==> config.mk <==
export PLATFORM = sky130hd
export DESIGN_NAME = alu_cmd_issuer
export DESIGN_NICKNAME = d
export VERILOG_FILES = /design/src/rtl/alu_issue_pkg.sv /design/src/rtl/alu_issue_fifo.sv /design/src/rtl/alu_cmd_issuer.sv
export SDC_FILE = /design/constraint.sdc
export NUM_CORES = 1
export LEC_CHECK = 0
export BUFFER_PORTS_ARGS = -buffer_cell sky130_fd_sc_hd__buf_4
export CORE_MARGIN = 2
export CORE_UTILIZATION = 51
export CTS_BUF_LIST = sky130_fd_sc_hd__clkbuf_16
export DETAILED_ROUTE_END_ITERATION = 10
export PLACE_DENSITY = 0.74
export SYNTH_ARGS = -nofsm -noshare
export SYNTH_HDL_FRONTEND = slang
export SYNTH_HIERARCHICAL = 1
export SYNTH_SLANG_ARGS = --single-unit
export TNS_END_PERCENT = 10
==> constraint.sdc <==
create_clock -name clk -period 6.8 [get_ports clk]
set_input_delay 0.34 -clock clk [delete_from_list [all_inputs] [get_ports clk]]
set_output_delay 0.34 -clock clk [all_outputs]
set_load 0.1 [all_outputs]
==> src/rtl/alu_issue_pkg.sv <==
// Shared types and constants for the ALU command issue stage.
package alu_issue_pkg;
  typedef enum logic [1:0] {IDLE, WAIT_PAIR, WAIT_LAT} state_e;

  localparam int ENT_W = 8;
  localparam int ENT_N = 4;

  localparam logic [1:0]       LAT_STD     = 2'd1;
  localparam logic [1:0]       LAT_MUL     = 2'd3;
  localparam logic [ENT_N-1:0] MUL_CMD_A   = 4'd9;
  localparam logic [ENT_N-1:0] MUL_CMD_B   = 4'd10;
  localparam logic [4:0]       TIMEOUT_CYC = 5'd16;

  typedef struct packed {
    logic [ENT_W-1:0] opa;
    logic [ENT_W-1:0] opb;
    logic             cin;
    logic             mode;
    logic [ENT_N-1:0] cmd;
    logic [1:0]       inp_valid;
  } entry_t;

  // Multiplies in arithmetic mode take the long path through the ALU.
  function automatic logic [1:0] op_lat(input logic mode, input logic [ENT_N-1:0] cmd);
    return (mode && (cmd == MUL_CMD_A || cmd == MUL_CMD_B)) ? LAT_MUL : LAT_STD;
  endfunction
endpackage

==> src/rtl/alu_issue_fifo.sv <==
// Small synchronous FIFO with async clear; head is visible combinationally.
module alu_issue_fifo #(
  parameter int DW    = 8,
  parameter int DEPTH = 4,
  localparam int AW   = $clog2(DEPTH)
) (
  input  logic          clk,
  input  logic          rst,
  input  logic          push,
  input  logic          pop,
  input  logic [DW-1:0] wdata,
  output logic [DW-1:0] rdata,
  output logic          full,
  output logic          empty,
  output logic [AW:0]   count
);
  logic [DW-1:0] mem [DEPTH];
  logic [AW-1:0] wptr, rptr;
  logic          wr, rd;

  assign full  = (count == (AW+1)'(DEPTH));
  assign empty = (count == '0);
  assign wr    = push & ~full;
  assign rd    = pop & ~empty;
  assign rdata = mem[rptr];

  always_ff @(posedge clk or posedge rst)
    if (rst) begin
      wptr  <= '0;
      rptr  <= '0;
      count <= '0;
    end else begin
      if (wr) wptr <= wptr + 1'b1;
      if (rd) rptr <= rptr + 1'b1;
      count <= count + {{AW{1'b0}}, wr} - {{AW{1'b0}}, rd};
    end

  always_ff @(posedge clk)
    if (wr) mem[wptr] <= wdata;
endmodule

==> src/rtl/alu_cmd_issuer.sv <==
// ALU operand/command issue stage: buffers transactions and drives ALU ports.
// Optional pairing timeout enabled by defining ALU_ISSUE_TIMEOUT_EN.
module alu_cmd_issuer
  import alu_issue_pkg::*;
#(
  parameter int W     = ENT_W,
  parameter int N     = ENT_N,
  parameter int DEPTH = 4
) (
  input  logic                     clk,
  input  logic                     RST,
  input  logic                     CE,
  input  logic                     in_valid,
  output logic                     in_ready,
  input  logic [W-1:0]             in_opa,
  input  logic [W-1:0]             in_opb,
  input  logic                     in_cin,
  input  logic                     in_mode,
  input  logic [N-1:0]             in_cmd,
  input  logic [1:0]               in_inp_valid,
  output logic [W-1:0]             OPA,
  output logic [W-1:0]             OPB,
  output logic                     Cin,
  output logic                     mode,
  output logic [N-1:0]             CMD,
  output logic [1:0]               inp_valid,
  output logic                     res_expect,
  output logic                     timeout_err,
  output logic                     busy,
  output logic [$clog2(DEPTH):0]   fifo_count
);
  state_e     state, state_nxt;
  entry_t     in_ent, head;
  logic       full, empty, push, pop, issue, slot, res_nxt;
  logic [1:0] lat_cnt, lat_nxt, iv_nxt;

  assign in_ent   = '{opa: in_opa, opb: in_opb, cin: in_cin, mode: in_mode,
                      cmd: in_cmd, inp_valid: in_inp_valid};
  assign in_ready = ~full & ~RST;
  assign push     = in_valid & in_ready;
  assign busy     = (state != IDLE);

  alu_issue_fifo #(.DW($bits(entry_t)), .DEPTH(DEPTH)) u_fifo (
    .clk(clk), .rst(RST), .push(push), .pop(pop), .wdata(in_ent),
    .rdata(head), .full(full), .empty(empty), .count(fifo_count)
  );

`ifdef ALU_ISSUE_TIMEOUT_EN
  logic [4:0] tmr, tmr_nxt;
  logic       to_nxt;
`endif

  always_comb begin
    state_nxt = state;
    lat_nxt   = lat_cnt;
    iv_nxt    = inp_valid;
    pop       = 1'b0;
    issue     = 1'b0;
    slot      = 1'b0;
    res_nxt   = 1'b0;
`ifdef ALU_ISSUE_TIMEOUT_EN
    tmr_nxt   = tmr;
    to_nxt    = 1'b0;
`endif
    if (CE) begin
      case (state)
        IDLE: slot = 1'b1;
        WAIT_LAT:
          if (lat_cnt == 2'd1) begin
            res_nxt   = 1'b1;
            iv_nxt    = 2'b00;
            state_nxt = IDLE;
            slot      = 1'b1;
          end else lat_nxt = lat_cnt - 2'd1;
        WAIT_PAIR: begin
          if (!empty && (head.inp_valid == 2'b11 || head.inp_valid == ~inp_valid)) begin
            pop   = 1'b1;
            issue = 1'b1;
          end
`ifdef ALU_ISSUE_TIMEOUT_EN
          else begin
            tmr_nxt = tmr + 5'd1;
            if (tmr_nxt == TIMEOUT_CYC) begin
              to_nxt    = 1'b1;
              iv_nxt    = 2'b00;
              state_nxt = IDLE;
            end
          end
`endif
        end
        default: state_nxt = IDLE;
      endcase
      // An entry with no valid operands is consumed without touching the ALU.
      if (slot && !empty) begin
        pop   = 1'b1;
        issue = (head.inp_valid != 2'b00);
      end
      if (issue) begin
        iv_nxt = head.inp_valid;
        if (head.inp_valid == 2'b11 || state == WAIT_PAIR) begin
          state_nxt = WAIT_LAT;
          lat_nxt   = op_lat(head.mode, head.cmd);
        end else begin
          state_nxt = WAIT_PAIR;
`ifdef ALU_ISSUE_TIMEOUT_EN
          tmr_nxt   = '0;
`endif
        end
      end
    end
  end

  always_ff @(posedge clk or posedge RST)
    if (RST) begin
      state      <= IDLE;
      lat_cnt    <= '0;
      inp_valid  <= 2'b00;
      res_expect <= 1'b0;
      OPA        <= '0;
      OPB        <= '0;
      Cin        <= 1'b0;
      mode       <= 1'b0;
      CMD        <= '0;
    end else begin
      state      <= state_nxt;
      lat_cnt    <= lat_nxt;
      inp_valid  <= iv_nxt;
      res_expect <= res_nxt;
      if (issue) begin
        OPA  <= head.opa;
        OPB  <= head.opb;
        Cin  <= head.cin;
        mode <= head.mode;
        CMD  <= head.cmd;
      end
    end

`ifdef ALU_ISSUE_TIMEOUT_EN
  always_ff @(posedge clk or posedge RST)
    if (RST) begin
      tmr         <= '0;
      timeout_err <= 1'b0;
    end else begin
      tmr         <= tmr_nxt;
      timeout_err <= to_nxt;
    end
`else
  assign timeout_err = 1'b0;
`endif
endmodule

==> results.toml, run 1 <==
[global_routing]
met1_usage_pct = 21.2
grt.busiest_layer = "met2"
antenna_found_initial = 0
grt_start_max_net_pins = 27
grt_remaining_overflow = 0
gr-usage-met2_pct = 30.5
first_global_vias = 2796
grtUsageTotal_pct = 17.6
grt_first_pass_wirelength_um = 14600
use_met3_pct = 5.17

[placed_design]
port_buffers = 57
dp_hpwl_um = 5500
place_area_mm2 = 0.00592
gp_congestion = 0.795

[synth]
ys_seq_area_share_pct = 70.1
netlist_area_mm2 = 0.00539
synth_xor_area_share_pct = 0.974
synthFlopType = "edfxtp_1"
netlist-cell-type-count = 45
synth-compound-area-share_pct = 3.20
syn_nets = 310
async_flop_share_pct = 27.3
synth_edf_count = 96
yosys.area.top_type = "edfxtp_1"
synth_top_family_by_area = "multiplexers"
yosys.area_share.adder_pct = 2.23
netlist_instances = 273
synth.area.top_cells = "edfxtp_1 53%, dfrtp_1 17%, mux4_2 9.6%"
synth_mux_area_share_pct = 16.1
synth.top_cell.area_share_pct = 53.4
yosys.area_share.simple_pct = 4.48
yosysWarnings = 6
ys_ff_latch = 132
syn_avg_cell_area_um2 = 19.8

[final_layout]
design_area_mm2 = 0.00648
drive_gt1_share_pct = 39.4
area_growth_pct = 20.1
n_antenna_cell = 0
fin_nets = 379

[critical_path]
crit_type = "reg2reg"
cp_slowest_cell = "dfrtp_1"
path_cells = "mux4_2 -> o22ai_1 -> or3_4 -> nor2_1 -> o21a_1 -> o31ai_1 -> inv_1 -> ha_1 -> inv_1 -> ha_1 -> fa_1 -> xor2_1 -> xnor2_1"
critPathArrivalTime_ns = 4.10
cp-end-kind = "flip-flop"
r2r_start = "u_fifo/rptr[1]"
start_kind = "flip-flop"
r2r_setup_slack_ns = 2.97
r2r-end = "u_fifo/count[2]"
reg2reg_depth = 13
required_ns = 7.07
crit_fanout = 25
max_stage_delay_ns = 1.12

[run]
drv_cap = 0

[clock_tree]
cts-root-buf = "clkbuf_16"
clock_path_buffers = 2
cts_tree = "built"
cts_resized = 0
cts_buffers = 17
cts_sinks = 132
cts_setup_buffers = 0
h-tree-depth = 4
clk_pin_slew_worst_paths_ns = 0.06
clkLatencyLatePin_ns = 0.40
hold_buffers = 1

[die]
initial_core_util_pct = 52.5
fp.dieArea_mm2 = 0.0114
rows = 37
design.core.area_mm2 = 0.0103
die_x_um = 107
io_pins = 59
dieHeight_um = 107

[hold_path]
hp-class = "in2reg"
hp-start = "in_opa[4]"
min_to = "u_fifo/mem[0][20]"
hold_depth = 1

[routing]
route.vias.total = 2635
firstDrtPassIters = 4
drt_iter0_markers = 108
vias_per_cell = 5.37
routedWlPerCell_um = 18.6
wl_um = 9120
ant_nets = 0
drc_errors = 0

[sta]
slew_headroom_pct = 21.7
setup_violations = 0
hold_violations = 0
worstMarginPinSlew_ns = 1.17
fmax_ghz = 0.261
post-route-period-util_pct = 56.3
tns_ns = 0
period_needed_ns = 3.83
fin_skew_ns = 0.00982
rsz0062_at_grt = "no"
maxSlewViolCount = 0

[outcome]
status = "finished, final reports clean"
[stage by stage]
| step | setup WS (ns) | instances | hold WS [ns] | util, % |
|---|---|---|---|---|
| floorplan | 2.43 | 273 | 0.143 | - |
| global placement | 3.06 | 458 | 0.308 | 57.6 |
| detailed placement | 2.93 | 458 | 0.314 | 57.6 |
| CTS | 2.93 | 491 | 0.121 | 63.0 |
| global route | 2.67 | 491 | 0.119 | 63.0 |
| finish | 2.97 | 491 | 0.138 | 63.0 |
[cells in the final DEF, fill, tap and decap left out, drive strengths merged, types with 3 or more instances in the layout]
cell,instances
mux4,24
edfxtp,96
clkbuf,17
o21ai,4
nor2,3
dfrtp,36
clkinv,8
xnor2,4
mux2,22
ha,8
nand2,5
and2,3
clkinvlp,3
and3b,4
nand3,3
buf,62
inv,12
nand2b,6
[synth_stat cells (2+ instances only)]
library cell  instances
a21oi_1               2
a22o_1                2
a32o_1                2
and2_1                3
and3b_1               4
buf_12                2
buf_2                 6
buf_6                 3
dfrtp_1              36
edfxtp_1             96
ha_1                  8
inv_1                10
mux2_2                2
mux2_4               20
mux4_2               23
nand2_1               4
nand2b_1              6
nand3_1               3
nand3b_1              2
nand4bb_1             2
nor2_1                3
o211ai_1              2
o21a_1                2
o21ai_0               4
or2_2                 2
xnor2_1               4
xor2_1                2
[area by class of cell]
type                    instances  area [um2]
clock buffers                  17         425
clock inverters                15         125
fillers                       730        3800
inverters                      10        37.5
multi-input cells             118        1460
flip-flops and latches        132        3780
well taps                     136         170
repair buffers                 63         475
[flip-flops by register name, indices dropped and copies added (netlist names)]
| name | flops |
|---|---|
| res_expect | 1 |
| OPB | 8 |
| OPA | 8 |
| CMD | 4 |
| lat_cnt | 2 |
| mode | 1 |
| inp_valid | 2 |
| u_fifo/count | 3 |
| state | 2 |
| u_fifo/rptr | 2 |
| u_fifo/mem | 96 |
| Cin | 1 |
| u_fifo/wptr | 2 |
[per-layer routing]
metal,wire (um),part of all wire [%]
met1,3810,42
met2,4890,54
met3,334,3.7
met4,81,0.89
met5,0,0
[worst max-delay path, delay by kind of cell (launching register included)]
family                     cells  cell delay (ns)
AOI/OAI and AO/OA              3             0.49
DFF                            1             1.12
buffers and inverters          2             0.12
adders and majority gates      3             0.66
and+or+nand+nor                2             0.49
muxes                          1             0.50
xor gates and xnor gates       2             0.33
[worst max-delay path by stage]
stage / startpoint / to / slack (ns) / cells after the start
floorplan: u_fifo/count[1] / u_fifo/count[2] / 2.43 / 11
global placement: u_fifo/rptr[0] / u_fifo/count[2] / 3.06 / 13
detailed placement: u_fifo/rptr[0] / u_fifo/count[2] / 2.93 / 13
CTS: u_fifo/rptr[0] / u_fifo/count[2] / 2.93 / 13
global route: u_fifo/rptr[1] / u_fifo/count[2] / 2.67 / 13
finish: u_fifo/rptr[1] / u_fifo/count[2] / 2.97 / 13
[cells by family (layout without fill, tap and decap cells)]
family,after synthesis,count (layout)
adders and majority gates,9,9
AOI/OAI and AO/OA,21,21
other,1,1
muxes,46,46
DFF,132,132
buffers and inverters,23,105
xor gates and xnor gates,6,6
and+or+nand+nor,35,35
Power of run 1 is not shown: default switching activity piles up to over one toggle a cycle in this logic, so the estimate is an artifact.
==> run 2, diff against run 1 <==
--- a/config.mk
+++ b/config.mk
@@ -10,7 +10,7 @@
 export CORE_UTILIZATION = 51
 export CTS_BUF_LIST = sky130_fd_sc_hd__clkbuf_16
 export DETAILED_ROUTE_END_ITERATION = 10
-export PLACE_DENSITY = 0.74
+export PLACE_DENSITY = 0.77
 export SYNTH_ARGS = -nofsm -noshare
 export SYNTH_HDL_FRONTEND = slang
 export SYNTH_HIERARCHICAL = 1
==> constraint.sdc (replaced) <==
create_clock -name clk -period 3.1 [get_ports clk]
set_input_delay 0.155 -clock clk [delete_from_list [all_inputs] [get_ports clk]]
set_output_delay 0.155 -clock clk [all_outputs]
set_load 0.1 [all_outputs]
==> results.toml, run 2 (synthesis gave the netlist of run 1 again) <==
[outcome]
status = "finished, final reports clean"

[routing]
vias_per_cell = 5.28
routedWlPerCell_um = 19.7
ant_nets = 0
drc_errors = 0
route.vias.total = 2766
drt_iter0_markers = 157
wl_um = 10300
firstDrtPassIters = 6

[placed_design]
port_buffers = 57
gp_congestion = 0.830
dp_hpwl_um = 6030
dp_cells = 463

[die]
design.core.area_mm2 = 0.0103
initial_core_util_pct = 52.5
die_x_um = 107
dieHeight_um = 107
io_pins = 59
rows = 37
fp.dieArea_mm2 = 0.0114

[final_layout]
n_antenna_cell = 0
drive_gt1_share_pct = 42.8
top_register = "u_fifo/mem"
final_common_cell = "edfxtp_1"
reg.largest.list = "u_fifo/mem: 96 flops, OPA: 8 flops, OPB: 8 flops"
largest_register_ffs = 96
area_growth_pct = 26.6
final_cells = 524
fin_nets = 412
post-route-util_pct = 66.4
final_cell_mix = "96 x edfxtp_1, 71 x buf_4, 30 x dfrtp_1"

[critical_path]
path_cells = "mux4_2 -> o22ai_2 -> or3_4 -> nor2_1 -> o21a_1 -> o31ai_4 -> inv_1 -> ha_1 -> inv_1 -> ha_2 -> fa_2 -> xor2_1 -> xnor2_1"
max_stage_delay_ns = 0.60
crit_top_cell = "inv_1"
critPathArrivalTime_ns = 3.25
required_ns = 3.39
cp_slowest_cell = "mux4_2"
start_kind = "flip-flop"
reg2reg_depth = 13
cp-end-kind = "flip-flop"
crit_fanout = 8
crit_type = "reg2reg"

[sta]
slew_headroom_pct = 53.9
period_needed_ns = 2.96
tns_ns = 0
maxSlewViolCount = 0
post-route-period-util_pct = 95.6
hold_violations = 0
worstMarginPinSlew_ns = 0.692
rsz0062_at_grt = "no"
fmax_ghz = 0.337
setup_violations = 0
fin_skew_ns = 0.0156
hold_ws_ns = 0.109

[hold_path]
hp-class = "in2reg"
hold_depth = 2

[clock_tree]
clkLatencyLatePin_ns = 0.41
h-tree-depth = 4
clk_pin_slew_worst_paths_ns = 0.06
cts-root-buf = "clkbuf_16"
clock_path_buffers = 2
cts_tree = "built"
cts_sinks = 132
cts_buffers = 17

[run]
drv_cap = 0

[global_routing]
antenna_found_initial = 0
grt_start_max_net_pins = 25
grt_first_pass_wirelength_um = 16300
first_global_vias = 2980
grtUsageTotal_pct = 19.7
grt_remaining_overflow = 0
==> run 2: cell types whose count changed in the layout (fill, tap and decap cells not counted), sizes merged <==
cell | before | now
bufinv | 2 | 0
clkinv | 8 | 3
inv | 12 | 17
clkinvlp | 3 | 5
dlygate4sd3 | 1 | 25
buf | 62 | 71
==> run 2: final timing paths <==
kind                                start  slack [ns]               to
max                        u_fifo/rptr[0]        0.14  u_fifo/count[2]
min                                    CE        0.11         state[0]
max reg2reg                u_fifo/rptr[0]        0.14  u_fifo/count[2]
min reg2reg                        OPA[2]        0.51           OPA[2]
max in group asynchronous             RST        2.05           OPB[6]
min in group asynchronous             RST        0.29   u_fifo/wptr[1]
==> run 2: routing by layer <==
metal / vias up / global-route usage (%) / share of wire, %
li1: 1280 / - / -
met1: 1416 / 25.0 / 42
met2: 68 / 33.5 / 54
met3: 2 / 5.65 / 3.7
met4: 0 / 5.29 / 0.39
met5: - / 0 / 0
==> run 2: cell type report <==
cell class | count | area [um2]
timing repair buffer | 96 | 783
clock buffer | 17 | 425
clock inverter | 15 | 123
fill | 700 | 3450
tap | 136 | 170
multi-input combinational | 118 | 1500
inverter | 10 | 37.5
sequential | 132 | 3790
==> run 2: worst max-delay path: cells and delay by family (launching register included) <==
family | cells | cell delay (ns)
flops | 1 | 0.41
xor+xnor | 2 | 0.30
simple gates | 2 | 0.19
fa+ha+maj | 3 | 0.79
buf+inv | 2 | 0.11
mux | 1 | 0.60
compound gates | 3 | 0.47
==> run 2: stage by stage <==
stage          worst slack (ns)  instance area, um2
3_5_place_dp             0.0620                5980
6_report                  0.136                6830
4_1_cts                  0.0552                6780
3_3_place_gp              0.179                5980
2_1_floorplan            0.0382                5440
5_1_grt                  0.0296                6830
==> run 2: timing repair <==
| item | CTS | global route |
|---|---|---|
| endpoints found under the setup margin | 0 | 1 |
| hold buffers | 25 | 0 |
| hold endpoints to repair | 115 | 0 |
| resized for setup | 0 | 3 |
| buffers inserted | 0 | 4 |
Power of run 2 is left out for the same reason.
==> run 3, diff against run 2 <==
--- a/config.mk
+++ b/config.mk
@@ -6,11 +6,12 @@
 export NUM_CORES = 1
 export LEC_CHECK = 0
 export BUFFER_PORTS_ARGS = -buffer_cell sky130_fd_sc_hd__buf_4
+export CORE_ASPECT_RATIO = 2
 export CORE_MARGIN = 2
-export CORE_UTILIZATION = 51
+export CORE_UTILIZATION = 40
 export CTS_BUF_LIST = sky130_fd_sc_hd__clkbuf_16
 export DETAILED_ROUTE_END_ITERATION = 10
-export PLACE_DENSITY = 0.77
+export PLACE_DENSITY = 0.63
 export SYNTH_ARGS = -nofsm -noshare
 export SYNTH_HDL_FRONTEND = slang
 export SYNTH_HIERARCHICAL = 1
==> results.toml, run 3 (synthesis gave the netlist of run 1 again) <==
[outcome]
status = "finished, final reports clean"

[sta]
setup_violations = 0
maxSlewViolCount = 0
rsz0062_at_grt = "no"
fmax_ghz = 0.338
post-route-period-util_pct = 95.4
tns_ns = 0
hold_violations = 0
period_needed_ns = 2.96
fin_skew_ns = 0.00918

[global_routing]
grt_first_pass_wirelength_um = 15700
first_global_vias = 2969
grtUsageTotal_pct = 14.4
antenna_found_initial = 0
grt_remaining_overflow = 0
grt_start_max_net_pins = 30

[critical_path]
crit_fanout = 6
required_ns = 3.39
critPathArrivalTime_ns = 3.24
r2r_setup_slack_ns = 0.14
start_kind = "flip-flop"
cp-end-kind = "flip-flop"
reg2reg_depth = 13
crit_type = "reg2reg"

[routing]
firstDrtPassIters = 4
drt_iter0_markers = 112
wl_um = 9830
route.vias.total = 2792
routedWlPerCell_um = 18.0
vias_per_cell = 5.11
drc_errors = 0
ant_nets = 0

[final_layout]
final_cell_mix = "96 x edfxtp_1, 74 x buf_4, 30 x dfrtp_1"
drive_gt1_share_pct = 42.5
fin_nets = 415
largest_register_ffs = 96
area_growth_pct = 27.6
top_register = "u_fifo/mem"
n_antenna_cell = 0
fillCellCount = 1039
reg.largest.list = "u_fifo/mem: 96 flops, OPA: 8 flops, OPB: 8 flops"
final_common_cell = "edfxtp_1"

[clock_tree]
clk_pin_slew_worst_paths_ns = 0.06
cts_tree = "built"
clock_path_buffers = 2
h-tree-depth = 4
cts-root-buf = "clkbuf_16"
clkLatencyLatePin_ns = 0.41
cts_sinks = 132
cts_buffers = 17

[placed_design]
dp_hpwl_um = 5980
port_buffers = 57
gp_congestion = 0.833

[die]
die_x_um = 86.1
dieHeight_um = 168
design.core.area_mm2 = 0.0133
io_pins = 59
rows = 60
initial_core_util_pct = 40.6
fp.dieArea_mm2 = 0.0145

[hold_path]
hold_depth = 2
hp-class = "in2reg"

[run]
drv_cap = 0
run 3: metal layers:
layer | GRT usage, % | wire length (um) | vias up
met5 | 0 | 0 | -
met3 | 3.82 | 364 | 12
met2 | 23.5 | 5060 | 72
li1 | - | - | 1273
met1 | 18.3 | 4260 | 1435
met4 | 5.73 | 147 | 0
run 3: final cells by class:
type,instances,area [um2],area share [%]
clock buffer,17,425,6.18
clock inverter,15,128,1.85
inverter,10,37.5,0.546
multi-input combinational,118,1500,21.7
sequential,132,3790,55.1
tap,155,194,2.82
timing repair buffer,99,806,11.7
run 3: critical path: stages (launching register included):
cell	delay (ns)
dfrtp_2	0.40
mux4_2	0.57
o22ai_1	0.19
or3_4	0.14
nor2_1	0.05
o21a_1	0.20
o31ai_4	0.08
inv_1	0.07
ha_1	0.27
inv_1	0.04
ha_2	0.17
fa_2	0.38
xor2_2	0.16
xnor2_1	0.12
run 3: through the flow:
stage / instances / setup slack, ns / hold slack, ns / instance area, um2 / utilization [%]
2_1_floorplan: 273 / 0.0382 / -0.0417 / 5440 / -
3_3_place_gp: 483 / 0.164 / 0.141 / 6010 / 45.3
3_5_place_dp: 483 / 0.0473 / 0.143 / 6010 / 45.3
4_1_cts: 540 / 0.0579 / 0.0757 / 6820 / 51.3
5_1_grt: 546 / 0.0216 / 0.104 / 6880 / 51.8
6_report: 546 / 0.143 / 0.0901 / 6880 / 51.8
run 3: what timing repair did:
action / CTS / global route
endpoints found under the setup margin: 0 / 1
setup buffers: 0 / 6
endpoints found under the hold margin: 132 / 0
gates resized for setup: 0 / 3
hold buffers: 25 / 0
run 3: path summary, 6_finish.rpt:
kind | from | end
worst max-delay path | u_fifo/rptr[0] | u_fifo/count[2]
worst min-delay path | CE | state[1]
min in group asynchronous | RST | u_fifo/count[2]
worst min register to register | OPB[2] | OPB[2]
worst max register to register | u_fifo/rptr[0] | u_fifo/count[2]
max in group asynchronous | RST | inp_valid[0]
Power of run 3 is left out for the same reason.
